**src/rtl/tx_ingress_queue.sv**
```systemverilog
// Ingress queue feeding the ledger settlement core: screens host transactions,
// buffers accepted ones in a FIFO and issues at most one per cycle on s_*.
module tx_ingress_queue #(
    parameter int unsigned USER_WIDTH    = 10,
    parameter int unsigned BALANCE_WIDTH = 64,
    parameter int unsigned DEPTH         = 16,
    parameter int unsigned CNT_WIDTH     = 32
) (
    input  logic                         clk,
    input  logic                         rst_n,
    input  logic                         flush,
    input  logic                         in_valid,
    output logic                         in_ready,
    input  logic                         in_opcode,
    input  logic [USER_WIDTH-1:0]        in_user_a,
    input  logic [USER_WIDTH-1:0]        in_user_b,
    input  logic [BALANCE_WIDTH-1:0]     in_amount_0,
    input  logic [BALANCE_WIDTH-1:0]     in_amount_1,
    input  logic                         issue_en,
    output logic                         s_valid,
    output logic                         s_opcode,
    output logic [USER_WIDTH-1:0]        s_user_a,
    output logic [USER_WIDTH-1:0]        s_user_b,
    output logic [BALANCE_WIDTH-1:0]     s_amount_0,
    output logic [BALANCE_WIDTH-1:0]     s_amount_1,
    output logic [$clog2(DEPTH+1)-1:0]   fifo_level,
    output logic [CNT_WIDTH-1:0]         cnt_accepted,
    output logic [CNT_WIDTH-1:0]         cnt_rejected,
    output logic [CNT_WIDTH-1:0]         cnt_issued
);

    localparam int unsigned PTR_W = (DEPTH > 1) ? $clog2(DEPTH) : 1;
    localparam int unsigned LVL_W = $clog2(DEPTH + 1);

    typedef struct packed {
        logic                     opcode;
        logic [USER_WIDTH-1:0]    user_a;
        logic [USER_WIDTH-1:0]    user_b;
        logic [BALANCE_WIDTH-1:0] amount_0;
        logic [BALANCE_WIDTH-1:0] amount_1;
    } txn_t;

    txn_t                 r_mem [DEPTH];
    logic [PTR_W-1:0]     r_wr_ptr;
    logic [PTR_W-1:0]     r_rd_ptr;
    logic [LVL_W-1:0]     r_level;
    logic                 r_push_d;
    logic                 r_s_valid;
    txn_t                 r_s_txn;
    logic [CNT_WIDTH-1:0] r_cnt_acc;
    logic [CNT_WIDTH-1:0] r_cnt_rej;
    logic [CNT_WIDTH-1:0] r_cnt_iss;

    txn_t                 w_in_txn;
    txn_t                 w_head;
    logic                 w_ready;
    logic                 w_fire;
    logic                 w_amt_bad;
    logic                 w_zero_bad;
    logic                 w_reject;
    logic                 w_push;
    logic                 w_avail;
    logic                 w_pop;

    function automatic logic [CNT_WIDTH-1:0] sat_inc(input logic [CNT_WIDTH-1:0] v);
        return (v == '1) ? v : v + CNT_WIDTH'(1);
    endfunction

    assign w_in_txn = '{opcode:   in_opcode,
                        user_a:   in_user_a,
                        user_b:   in_user_b,
                        amount_0: in_amount_0,
                        amount_1: in_amount_1};

    // Ready depends only on registered level and flush, never on in_valid.
    assign w_ready = !flush && (r_level < LVL_W'(DEPTH));
    assign w_fire  = in_valid && w_ready;

    // MSB guard keeps amount+fee arithmetic in the core from overflowing.
    assign w_amt_bad  = in_amount_0[BALANCE_WIDTH-1] | in_amount_1[BALANCE_WIDTH-1];
    assign w_zero_bad = in_opcode ? ((in_amount_0 == '0) || (in_amount_1 == '0))
                                  : (in_amount_0 == '0);
    assign w_reject   = w_fire && (w_amt_bad || w_zero_bad);
    assign w_push     = w_fire && !w_reject;

    // An entry written on the previous edge is not yet eligible: no bypass path.
    assign w_avail = r_level > LVL_W'(r_push_d);
    assign w_pop   = issue_en && w_avail && !flush;
    assign w_head  = r_mem[r_rd_ptr];

    // Pointer and occupancy tracking
    always_ff @(posedge clk or negedge rst_n) begin
        if (!rst_n) begin
            r_wr_ptr <= '0;
            r_rd_ptr <= '0;
            r_level  <= '0;
            r_push_d <= 1'b0;
        end else if (flush) begin
            r_wr_ptr <= '0;
            r_rd_ptr <= '0;
            r_level  <= '0;
            r_push_d <= 1'b0;
        end else begin
            if (w_push) begin
                r_wr_ptr <= r_wr_ptr + PTR_W'(1);
            end
            if (w_pop) begin
                r_rd_ptr <= r_rd_ptr + PTR_W'(1);
            end
            r_level  <= r_level + LVL_W'(w_push) - LVL_W'(w_pop);
            r_push_d <= w_push;
        end
    end

    // Storage array; contents are meaningless until written, so no reset
    always_ff @(posedge clk) begin
        if (w_push) begin
            r_mem[r_wr_ptr] <= w_in_txn;
        end
    end

    // Issue register toward the core; payload holds when nothing is popped
    always_ff @(posedge clk or negedge rst_n) begin
        if (!rst_n) begin
            r_s_valid <= 1'b0;
            r_s_txn   <= '0;
        end else begin
            r_s_valid <= w_pop;
            if (w_pop) begin
                r_s_txn <= w_head;
            end
        end
    end

    // Saturating statistics; flush leaves them untouched
    always_ff @(posedge clk or negedge rst_n) begin
        if (!rst_n) begin
            r_cnt_acc <= '0;
            r_cnt_rej <= '0;
            r_cnt_iss <= '0;
        end else begin
            if (w_push) begin
                r_cnt_acc <= sat_inc(r_cnt_acc);
            end
            if (w_reject) begin
                r_cnt_rej <= sat_inc(r_cnt_rej);
            end
            if (w_pop) begin
                r_cnt_iss <= sat_inc(r_cnt_iss);
            end
        end
    end

    assign in_ready     = w_ready;
    assign s_valid      = r_s_valid;
    assign s_opcode     = r_s_txn.opcode;
    assign s_user_a     = r_s_txn.user_a;
    assign s_user_b     = r_s_txn.user_b;
    assign s_amount_0   = r_s_txn.amount_0;
    assign s_amount_1   = r_s_txn.amount_1;
    assign fifo_level   = r_level;
    assign cnt_accepted = r_cnt_acc;
    assign cnt_rejected = r_cnt_rej;
    assign cnt_issued   = r_cnt_iss;

endmodule

```
**config.mk**
```make
export PLATFORM = sky130hd
export DESIGN_NAME = tx_ingress_queue
export DESIGN_NICKNAME = d
export VERILOG_FILES = /design/src/rtl/tx_ingress_queue.sv
export SDC_FILE = /design/constraint.sdc
export NUM_CORES = 2
export LEC_CHECK = 0
export CAP_MARGIN = 20
export CORE_MARGIN = 5
export CORE_UTILIZATION = 50
export CTS_CLUSTER_DIAMETER = 120
export DETAILED_ROUTE_END_ITERATION = 8
export PLACE_DENSITY = 0.69
export SLEW_MARGIN = 20
export SYNTH_ARGS = -nofsm -noshare
export SYNTH_HDL_FRONTEND = slang
export SYNTH_SLANG_ARGS = --single-unit
```
**constraint.sdc**
```tcl
create_clock -name clk -period 24.6 [get_ports clk]
set_input_delay 4.92 -clock clk [delete_from_list [all_inputs] [get_ports clk]]
set_output_delay 4.92 -clock clk [all_outputs]
set_load 0.005 [all_outputs]
```
==> qor.yml <==
cts_buffer_depth: 4
antenna_found_initial: 35
path_class: "in2out"
pwr_density_cell_mw_per_mm2: 91.3
post_cts.repair.setup_buffers: 0
cts_sinks: 2644
postSynthRegisterBits: 2644
tritoncts_clock_tree: "done"
firstDrtPassIters: 5
vdd_drop_max_uv: 84.5
unrepaired_setup_endpoints_after_global_routing: "false"
synth_top_area_frac: 0.701
final.hold.worst_slack_ns: 0.479
highest_clock_rate_mhz: 87.2
syn_avg_cell_area_sq_um: 19.4
cts_buffers: 284
ant_nets: 0
setup.worst_path.start_class: "primary input"
cts-root-buf: "clkbuf_16"
number_of_flops_mapped_to_enable_cells_by_yosys: 2384
route.vias.total: 52939
synthesis.area_sq_mm: 0.102
grt-ovfl-total: 0
placed_cells_incl_taps: 8151
leading_cell_types_by_total_area_after_synthesis: "edfxtp_1 70%, mux4_2 7.9%, dfrtp_1 6.4%"
timing.final.hold_violations: 0
path_clk_slew_ns: 0.06
synth_largest_area_cell: "edfxtp_1"
timing.critical_path.arrival_ns: 6.55
worstMarginPinSlew_ns: 1.16
initial_utilization: 0.503
drt_iter0_markers: 4969
worst_min_delay_path_class: "reg2reg"
synthCells: 5267
outcome: "finished, final reports clean"
worst_clock_skew_ns: 0.0554
gp_congestion: 0.764
mappedNetlistNets: 5440
postPlaceCellArea_sq_mm: 0.109
worstPathMaxFanout: 15
boundaryPins: 406
first_global_vias: 54016
layout.nets: 5938
finalNonFillerCells: 8658
final_min_period_over_clock_period: 0.466
postSynth.topFlopCell: "edfxtp_1"
design.die.area_sq_mm: 0.213
grt_pass1_wl_microns: 365000
setup_tns_ns: 0
postCtsHoldBufs: 0
final_hpwl_from_detailed_placement_microns: 133000
post-route-min-period_ns: 11.47
worst_slew_margin_rel: 0.216
drt_wl_total_microns: 249000
drc: 0
synth_cell_type_count: 50
post_dr_vias_cell: 6.11
post_drt_wl_per_cell_microns: 28.8
synthArstFlopShare: 0.0983
ctsHtreeMaxLevel: 5
grt_max_degree: 151
setup_viol_count_final: 0
core.rowCount: 165
post_cts_resized: 0
leakage_uw: 0.0373
portion_of_the_post_synthesis_area_used_by_sequential_elements: 0.765
drv_slew: 0
grt.total_usage: 0.233
die_width_microns: 462
core-area_sq_mm: 0.203
end_kind: "output pin"
synthToLayoutAreaGrowth_pct: 15.5
final_util: 0.582
worst-endpoint-required_ns: 19.68
synth-warning-count: 0
io_buffer_count: 405
die_h_microns: 462
drive_above_1_share: 0.169
final_cell_area_sq_mm: 0.118
max_cap_violations: 0
clk_latency_ns: 0.92
## final cells by class
class / count / area, sq um
fill: 14736 / 84800
sequential: 2644 / 78100
antenna: 22 / 55.1
clock buffer: 386 / 7800
inverter: 22 / 82.6
timing repair buffer: 506 / 4940
multi-input combinational: 2307 / 22700
clock inverter: 99 / 840
tap: 2672 / 3340
## state kept, by name, indices dropped and copies added (netlist names)
signal and flops:
r_mem 2384, r_wr_ptr 4, s_amount_0 64, r_push_d 1, cnt_accepted 32, s_user_a 10, fifo_level 5, s_user_b 10
r_rd_ptr 4, cnt_rejected 32, s_amount_1 64, s_valid 1, cnt_issued 32, s_opcode 1
## where the power goes
part | switching (uW) | internal, uW
registers | 163 | 5040
clock network | 1650 | 2360
logic | 762 | 800
## cells in the mapped netlist (2+ instances only)
cell type	number
buf_2	82
ha_1	18
buf_6	2
or4_4	2
buf_4	8
nor4_2	11
nand4b_1	2
nand2b_1	7
and4_1	16
mux4_2	356
buf_1	36
inv_1	22
xnor2_1	51
o221ai_1	120
or3_1	7
a21oi_1	115
nor4_1	39
xor2_1	44
and3_1	11
and4b_1	9
nand3_1	63
mux2_2	132
nor2b_1	33
nand2_1	200
or4_1	7
dfrtp_1	260
and2_1	7
a21boi_0	109
nor3_1	37
nand4_1	32
edfxtp_1	2384
o31ai_1	129
o21ai_0	144
nor4b_2	2
nor3b_1	4
nor2_1	32
o22ai_1	140
mux2i_1	412
clkbuf_1	166
nor4b_1	6
## worst paths after layout
check	cells past startpoint	slack (ns)	start	end
worst max-delay path	3	13.13	flush	in_ready
worst min-delay path	2	0.48	s_amount_0[19]	s_amount_0[19]
worst max register to register	9	19.02	r_rd_ptr[0]	s_amount_1[51]
worst min register to register	2	0.48	s_amount_0[19]	s_amount_0[19]
max in group asynchronous	3	18.77	rst_n	s_amount_1[40]
min in group asynchronous	1	3.99	rst_n	s_amount_0[35]
## logic make-up after synthesis
family | synth area share
compound gates | 0.0497
fa+ha+maj | 0.00240
xor+xnor | 0.00831
simple gates | 0.0277
buf+inv | 0.0131
mux | 0.134
flops | 0.765
## layout by cell type (no fill, tap or decap), types with 11 or more instances in the layout
cell / count
ha_1: 18
mux2_2: 132
xnor2_1: 51
nand4_1: 32
diode_2: 22
dfrtp_1: 256
o31ai_1: 129
xor2_1: 44
clkdlybuf4s50_1: 404
and4_1: 12
nor4_2: 12
mux2i_1: 412
nand2_1: 199
nor3_1: 37
o22ai_1: 140
clkinv_2: 36
a21boi_0: 109
nor4_1: 38
bufinv_16: 14
nand3_1: 63
nor2_1: 32
clkbuf_8: 20
edfxtp_1: 2384
clkbuf_1: 77
o21ai_0: 144
inv_1: 22
nor2b_1: 33
a21oi_1: 115
o221ai_1: 120
clkinv_1: 37
mux4_2: 356
clkbuf_16: 289
buf_4: 91
and3_1: 11
## stage by stage
stage | power (uW) | setup WS, ns
after floorplan | 6180 | 2.67
after global placement | 6870 | 12.92
after detailed placement | 6890 | 12.85
after CTS | 10900 | 13.11
after global routing | 11200 | 13.04
final | 10800 | 13.13
## critical path: stages
cell,delay [ns]
clkdlybuf4s50_1,0.75
nor2_1,0.33
clkdlybuf4s50_1,0.55
## layer usage
layer,vias to the layer above,GRT usage,share of wire
met5,-,0,0.00036
met1,28035,0.322,0.42
li1,22572,-,-
met2,1930,0.387,0.50
met3,388,0.0381,0.063
met4,14,0.0644,0.025
Note: power is estimated with default switching activity, not from simulation.
